### config.mk
export PLATFORM = sky130hd
export DESIGN_NAME = aes_round_ctrl
export DESIGN_NICKNAME = d
export VERILOG_FILES = /design/src/rtl/aes_pkg.sv /design/src/rtl/aes_step_counter.sv /design/src/rtl/aes_round_ctrl.sv
export SDC_FILE = /design/constraint.sdc
export NUM_CORES = 1
export LEC_CHECK = 0
export CAP_MARGIN = 20
export CORE_MARGIN = 3
export CORE_UTILIZATION = 52
export DETAILED_ROUTE_END_ITERATION = 10
export PLACE_DENSITY = 0.86
export SLEW_MARGIN = 40
export SYNTH_ARGS = -nofsm -noshare
export SYNTH_HDL_FRONTEND = slang
export SYNTH_SLANG_ARGS = --single-unit
### constraint.sdc
create_clock -name clk -period 2.8 [get_ports clk]
set_input_delay 0.56 -clock clk [delete_from_list [all_inputs] [get_ports clk]]
set_output_delay 0.56 -clock clk [all_outputs]
set_load 0.05 [all_outputs]
### src/rtl/aes_pkg.sv
// Shared definitions for the AES round sequencer: FSM states, index widths
// and the round / key-schedule size helpers derived from the key length.
package aes_pkg;

  localparam int KIDX_W = 6;
  localparam int RIDX_W = 4;

  typedef enum logic [2:0] {
    IDLE,
    KEYEXP,
    INIT,
    ROUND,
    FINAL,
    DONE
  } state_t;

  function automatic int NR_OF(input int nk);
    return nk + 6;
  endfunction

  function automatic int NW_OF(input int nk);
    return 4 * (nk + 7);
  endfunction

endpackage

### src/rtl/aes_step_counter.sv
// Loadable up-counter that stops at LAST and flags it, so an index never
// wraps past the end of the key schedule or the round sequence.
module aes_step_counter #(
  parameter int W    = 6,
  parameter int LAST = 43
) (
  input  logic         clk,
  input  logic         rst,
  input  logic         load,
  input  logic [W-1:0] load_val,
  input  logic         step,
  output logic [W-1:0] count,
  output logic         tc
);

  assign tc = (count == W'(LAST));

  always_ff @(posedge clk) begin
    if (rst) begin
      count <= '0;
    end else if (load) begin
      count <= load_val;
    end else if (step && !tc) begin
      count <= count + 1'b1;
    end
  end

endmodule

### src/rtl/aes_round_ctrl.sv
// Iterative AES-encrypt sequencer: key expansion, rounds 0..Nr, ciphertext
// hand-off. Define AES_KEY_REUSE_EN to skip key expansion for an unchanged key.
module aes_round_ctrl
  import aes_pkg::*;
#(
  parameter int Nk = 4
) (
  input  logic              clk,
  input  logic              rst,
  input  logic              start,
  input  logic              key_new,
  output logic              busy,
  output logic              kexp_en,
  output logic [KIDX_W-1:0] kexp_idx,
  output logic              rnd_en,
  output logic [RIDX_W-1:0] rnd_idx,
  output logic              rnd_first,
  output logic              rnd_last,
  output logic              ct_load,
  output logic              out_valid,
  input  logic              out_ack
);

  localparam int Nr = NR_OF(Nk);
  localparam int NW = NW_OF(Nk);
  localparam logic [RIDX_W-1:0] RND_PEN = RIDX_W'(Nr - 1);

  if (!(Nk == 4 || Nk == 6 || Nk == 8)) begin : g_bad_nk
    $error("aes_round_ctrl: Nk must be 4, 6 or 8");
  end

  state_t state;
  logic   idle_start, take_skip;
  logic   kexp_load, kexp_step, kexp_tc;
  logic   rnd_load, rnd_step, unused_rnd_tc;

`ifdef AES_KEY_REUSE_EN
  logic sched_vld;
  assign take_skip = !key_new && sched_vld;
`else
  logic unused_key_new;
  assign unused_key_new = key_new;
  assign take_skip      = 1'b0;
`endif

  assign idle_start = (state == IDLE) && start;
  assign kexp_load  = idle_start && !take_skip;
  assign kexp_step  = (state == KEYEXP) && !kexp_tc;
  assign rnd_load   = (idle_start && take_skip) || ((state == KEYEXP) && kexp_tc);
  assign rnd_step   = (state == INIT) || (state == ROUND);

  aes_step_counter #(.W(KIDX_W), .LAST(NW - 1)) u_kexp_cnt (
    .clk      (clk),
    .rst      (rst),
    .load     (kexp_load),
    .load_val (KIDX_W'(Nk)),
    .step     (kexp_step),
    .count    (kexp_idx),
    .tc       (kexp_tc)
  );

  aes_step_counter #(.W(RIDX_W), .LAST(Nr)) u_rnd_cnt (
    .clk      (clk),
    .rst      (rst),
    .load     (rnd_load),
    .load_val ('0),
    .step     (rnd_step),
    .count    (rnd_idx),
    .tc       (unused_rnd_tc)
  );

  always_ff @(posedge clk) begin
    if (rst) begin
      state     <= IDLE;
      busy      <= 1'b0;
      kexp_en   <= 1'b0;
      rnd_en    <= 1'b0;
      rnd_first <= 1'b0;
      rnd_last  <= 1'b0;
      ct_load   <= 1'b0;
      out_valid <= 1'b0;
`ifdef AES_KEY_REUSE_EN
      sched_vld <= 1'b0;
`endif
    end else begin
      case (state)
        IDLE: begin
          if (start) begin
            busy <= 1'b1;
            if (take_skip) begin
              state     <= INIT;
              rnd_en    <= 1'b1;
              rnd_first <= 1'b1;
            end else begin
              state   <= KEYEXP;
              kexp_en <= 1'b1;
            end
`ifdef AES_KEY_REUSE_EN
            if (key_new) sched_vld <= 1'b0;
`endif
          end
        end
        KEYEXP: begin
          if (kexp_tc) begin
            state     <= INIT;
            kexp_en   <= 1'b0;
            rnd_en    <= 1'b1;
            rnd_first <= 1'b1;
`ifdef AES_KEY_REUSE_EN
            sched_vld <= 1'b1;
`endif
          end
        end
        INIT: begin
          state     <= ROUND;
          rnd_first <= 1'b0;
        end
        ROUND: begin
          // The counter advances to Nr on this edge, so FINAL sees rnd_idx=Nr.
          if (rnd_idx == RND_PEN) begin
            state    <= FINAL;
            rnd_last <= 1'b1;
          end
        end
        FINAL: begin
          state     <= DONE;
          rnd_en    <= 1'b0;
          rnd_last  <= 1'b0;
          ct_load   <= 1'b1;
          out_valid <= 1'b1;
        end
        DONE: begin
          ct_load <= 1'b0;
          if (out_ack) begin
            state     <= IDLE;
            out_valid <= 1'b0;
            busy      <= 1'b0;
          end
        end
        default: state <= IDLE;
      endcase
    end
  end

endmodule

# After elaboration in Yosys (flattened, before gate mapping)
# Cells that the tools add are included.
# Widths: inputs -> output; s select.
[op_classes]
addsub = 2
eq_ne = 12
mux = 19
n_reduce_logical = 25
[ops]
columns = ["op", "count"]
rows = [
  ["$mux 3", 6],
  ["$pmux 3 s6", 1],
  ["$pmux 1 s2", 7],
  ["$reduce_bool 2->1", 7],
  ["$eq 4x4->1 const B", 2],
  ["$reduce_and 2->1", 4],
  ["$add 6x1->6 const B", 1],
  ["$eq 3x2->1 const B", 2],
  ["$eq 3x3->1 const B", 2],
  ["$eq 6x6->1 const B", 1],
  ["$ne 2x2->1 const B", 3],
  ["$reduce_and 3->1", 2],
  ["$logic_and 1x1->1", 5],
  ["$mux 1", 5],
  ["$add 4x1->4 const B", 1],
  ["$reduce_and 4->1", 1],
  ["$reduce_or 2->1", 2],
  ["$eq 3x1->1 const B", 1],
  ["$logic_not 3->1", 1],
  ["$logic_not 1->1", 2],
  ["$ne 2x1->1 const B", 1],
  ["$logic_or 1x1->1", 1],
]
[totals]
regBits = 20
input_bits = 5
out_inout_bits = 17
elab_cells = 69

# Logic depth before layout (Yosys ltp)
[logic_depth]
depth_word = 6
mapped_depth = 5
ltp_nobuf = 5

# Hierarchy
# From an unflattened synthesis, not the netlist that was laid out.
[hier_totals]
cells_unflattened = 139
area_unflattened_um2 = 1148.6
[modules_own_cells]
columns = ["mod", "instances", "cells_each", "area_each_um2", "seq_area_each_um2"]
rows = [
  ["aes_round_ctrl", 1, 60, 488.0, 200.2],
  ["aes_step_counter (u_kexp_cnt)", 1, 49, 409.1, 120.1],
  ["aes_step_counter (u_rnd_cnt)", 1, 30, 251.5, 80.1],
]

# Worst setup path before layout
# OpenSTA, ideal clock, no wires.
[synth_path]
path_kind = "flip-flop to flip-flop"
from = "reg u_kexp_cnt.count[3]"
to = "reg state[0]"
setup_ps = 119
arrival_ps = 1545
required_ps = 2681
path_slack_ps = 1136
path_stages_with_launch = 4
path_buffers = 0
period_less_slack_ps = 1664
cell_sequence = "dfxtp_1 nor4bb_1 a21oi_1 o221a_2"
[synth_between]
elab_chain_len = 3
[synth_rtl]
columns = ["element", "line_no", "source"]
rows = [
  ["start, declared", "aes_step_counter.sv:12", "output logic [W-1:0] count,"],
  ["start signal, assigned", "aes_step_counter.sv:22", "count <= load_val;"],
  ["start signal, assigned", "aes_step_counter.sv:24", "count <= count + 1'b1;"],
  ["$eq 6x6->1", "aes_step_counter.sv:16", "assign tc = (count == W'(LAST));"],
  ["$ne 2x2->1 (no source line)", "n/a", ""],
  ["$reduce_and 4->1 (no source line)", "n/a", ""],
  ["end signal, assigned", "aes_round_ctrl.sv:74", "state <= IDLE;"],
  ["end signal, assigned", "aes_round_ctrl.sv:91", "state <= INIT;"],
  ["end signal, assigned", "aes_round_ctrl.sv:95", "state <= KEYEXP;"],
  ["end, declared", "aes_round_ctrl.sv:32", "state_t state;"],
]
# No other way between the ends.
# A chain may end at the register's enable or synchronous reset.

# Worst setup path after layout
[layout_path]
from = "reg u_kexp_cnt.count[2]"
to = "out kexp_idx[2]"
[layout_lines]
columns = ["element", "line_no", "source"]
rows = [
  ["end, declared", "aes_round_ctrl.sv:14", "output logic [KIDX_W-1:0] kexp_idx,"],
]
# No word-level cell between the ends.

==> summary.md <==
| Metric | Value |
|---|---|
| Status | `completed` |
| CTS sink cnt | `20` |
| Gate Count Post-Synth | `117` |
| Final worst setup slack | `0.621 ns` |
| Die H | `49.7 µm` |
| Net Count, Synth | `126` |
| Critical-path cell list | `clkdlybuf4s50_1` |
| Placed cells | `157` |
| Clock Latency Late Sink | `0.30 ns` |
| Relative slew slack | `0.586` |
| Slowest-stage cell, CP | `clkdlybuf4s50_1` |
| Worst setup SP type | `flip-flop` |
| Overall routing resource usage | `0.200` |
| Cts repair resizes | `0` |
| Non-Filler Cell Area, Final | `1240 µm²` |
| Hold Buf Count CTS | `0` |
| CP Class | `flip-flop to primary output` |
| M1 wire length | `1.02 mm` |
| Actual slew at the worst max-slew pin | `0.612 ns` |
| Root Buffer | `clkbuf_4` |
| Setup violators final | `0` |
| Crit path required time | `2.24 ns` |
| Crit end category | `primary output` |
| Number of synthesized flops with an enable pin | `0` |
| Routed wire length | `2.28 mm` |
| VDD IR max | `0.000370 V` |
| Dominant synthesized flop cell | `dfxtp_1` |
| Post-place setup slack | `0.762 ns` |
| Wire per inst | `14.2 µm` |
| Worst Skew | `0.000543 ns` |
| Hold Path Class | `flip-flop to flip-flop` |
| Ports | `22` |
| Netlist cell types | `31` |
| Total core area | `1760 µm²` |
| Row count | `15` |
| Minimum clock period | `2.18 ns` |
| Final GP Congestion | `0.794` |
| Via count | `940` |
| Diodes inserted | `0` |
| Area post-placement | `1210 µm²` |
| RSZ-0062 raised after global routing | `no` |
| Critical-path maximum fanout | `7` |
| CTS Buffer Depth | `2` |
| Register area share after synthesis | `0.403` |
| Clock slew at reported path FFs | `0.11 ns` |
| Top cells by area, synth | `dfxtp_1, a21oi_1, ha_1` |
| Leakage | `0.000415 µW` |
| Power per cell area | `427 nW/µm²` |
| H-tree levels | `1` |
| Peak Freq | `459 MHz` |
| DRC viols | `0` |
| Non-Filler Instances | `161` |
| First-pass GRT wire length | `3.88 mm` |
| CP max stage delay | `0.85 ns` |
| Synthesis Warnings | `0` |
| CTS tree | `built` |
| GR Overflow Total | `0` |
| Post-route ant nets | `0` |
| Die width | `49.7 µm` |
| Hold Vio Cnt, Final | `0` |
| Met3 WL | `157 µm` |
| TNS Setup | `0 ns` |
| Drt first pass iters | `4` |
| Mapped Area | `993 µm²` |
| Met2 WL | `1.09 mm` |
| Largest net degree at the start of global routing | `18` |
| Layout Nets | `146` |
| P&R area growth vs syn | `25.1%` |
| Detailed Place HPWL | `1.57 mm` |
| Die Area | `2470 µm²` |
| Ys async rst share | `0` |
| Initial DRC count | `50` |
| Crit path DAT | `1.62 ns` |
| Fraction of layout cells with a size suffix above 1 | `0.0515` |
| Initial antenna violation count | `0` |
| Vias per cell | `5.84` |
| Post-CTS setup repair buffer count | `0` |
| Worst Path Buf+Inv | `1` |
| Period utilization | `0.778` |
| Max cap viols | `0` |
| Port bufs | `20` |
| Crit-path leading delay family | `buffers and inverters` |
| Highest metal used | `met4` |
| Yosys top cell area share | `0.403` |
| TritonCTS Buffers | `3` |
| Yosys top cell by area | `dfxtp_1` |
| Synthesized area per cell | `8.49 µm²` |
| Starting Density | `0.563` |
| Final slew viol count | `0` |
| #FFs+latches synth | `20` |
| Number of global-route vias before repair | `866` |
## cell type report
class                           instances  area (µm²)
Inverter                                8        30.0
Sequential cell                        20         400
Clock buffer                            4        36.3
Timing Repair Buffer                   20         200
Tap cell                               25        31.3
Multi-Input combinational cell         84         544
Fill cell                             161         522
## per-stage QoR
stage / utilization / total power, µW / hold slack (ns)
after floorplan: - / 346 / 0.591
after global placement: 0.684 / 365 / 0.433
after detailed placement: 0.684 / 367 / 0.443
after CTS: 0.704 / 535 / 0.460
after global routing: 0.704 / 555 / 0.513
final: 0.704 / 530 / 0.458
## placed cells by master, fill, tap and decap left out, drive strengths merged
master	count
a21oi	16
mux2i	2
or4b	1
inv	8
nand3b	4
clkbuf	4
nor3	2
nor2	4
a311oi	1
o32ai	1
nand2b	1
a211oi	3
or4	1
or3	4
nand2	6
ha	4
o31ai	1
or3b	1
a22oi	1
a31oi	4
o221a	1
nor2b	4
a21o	1
dfxtp	20
nor3b	1
nand3	8
and4b	2
o21ai	7
nor4bb	1
nand4bb	1
a31o	1
clkdlybuf4s50	20
## cell usage after synthesis, types with 5 or more instances
master    number
nand2_1        6
a21oi_1       16
clkbuf_1       5
o21ai_0        7
nand3_1        8
inv_1          8
dfxtp_1       20
## metal layers
layer | global-route usage | vias to the layer above
li1 | - | 470
met4 | 0.0553 | 0
met2 | 0.319 | 30
met5 | 0 | -
met3 | 0.0544 | 2
met1 | 0.263 | 438
## worst paths after layout
| kind | startpoint | to | slack [ns] | depth (start not counted) |
|---|---|---|---|---|
| setup / recovery | u_kexp_cnt.count[2] | kexp_idx[2] | 0.62 | 1 |
| hold / removal | kexp_en | kexp_en | 0.46 | 2 |
| setup reg to reg | state[0] | u_kexp_cnt.count[5] | 0.94 | 3 |
| hold reg to reg | kexp_en | kexp_en | 0.46 | 2 |
## kinds of logic after synthesis
logic type,synth area share
AO/OA/AOI/OAI,0.224
AND/OR/NAND/NOR,0.253
multiplexers,0.0202
buffers and inverters,0.0491
flip-flops,0.403
adder cells (fa/ha/maj),0.0504
## sequential cells by signal, summed over array words and instances, names as in the netlist
name	cells
u_kexp_cnt.count	6
u_rnd_cnt.count	4
state	3
busy	1
ct_load	1
kexp_en	1
out_valid	1
rnd_en	1
rnd_first	1
rnd_last	1
## where the power goes
part	internal (µW)	switching, µW
clock network	79.4	89.6
registers	290	9.83
logic	23.5	37.7
total	393	137
(Power assumes the default switching activity.)
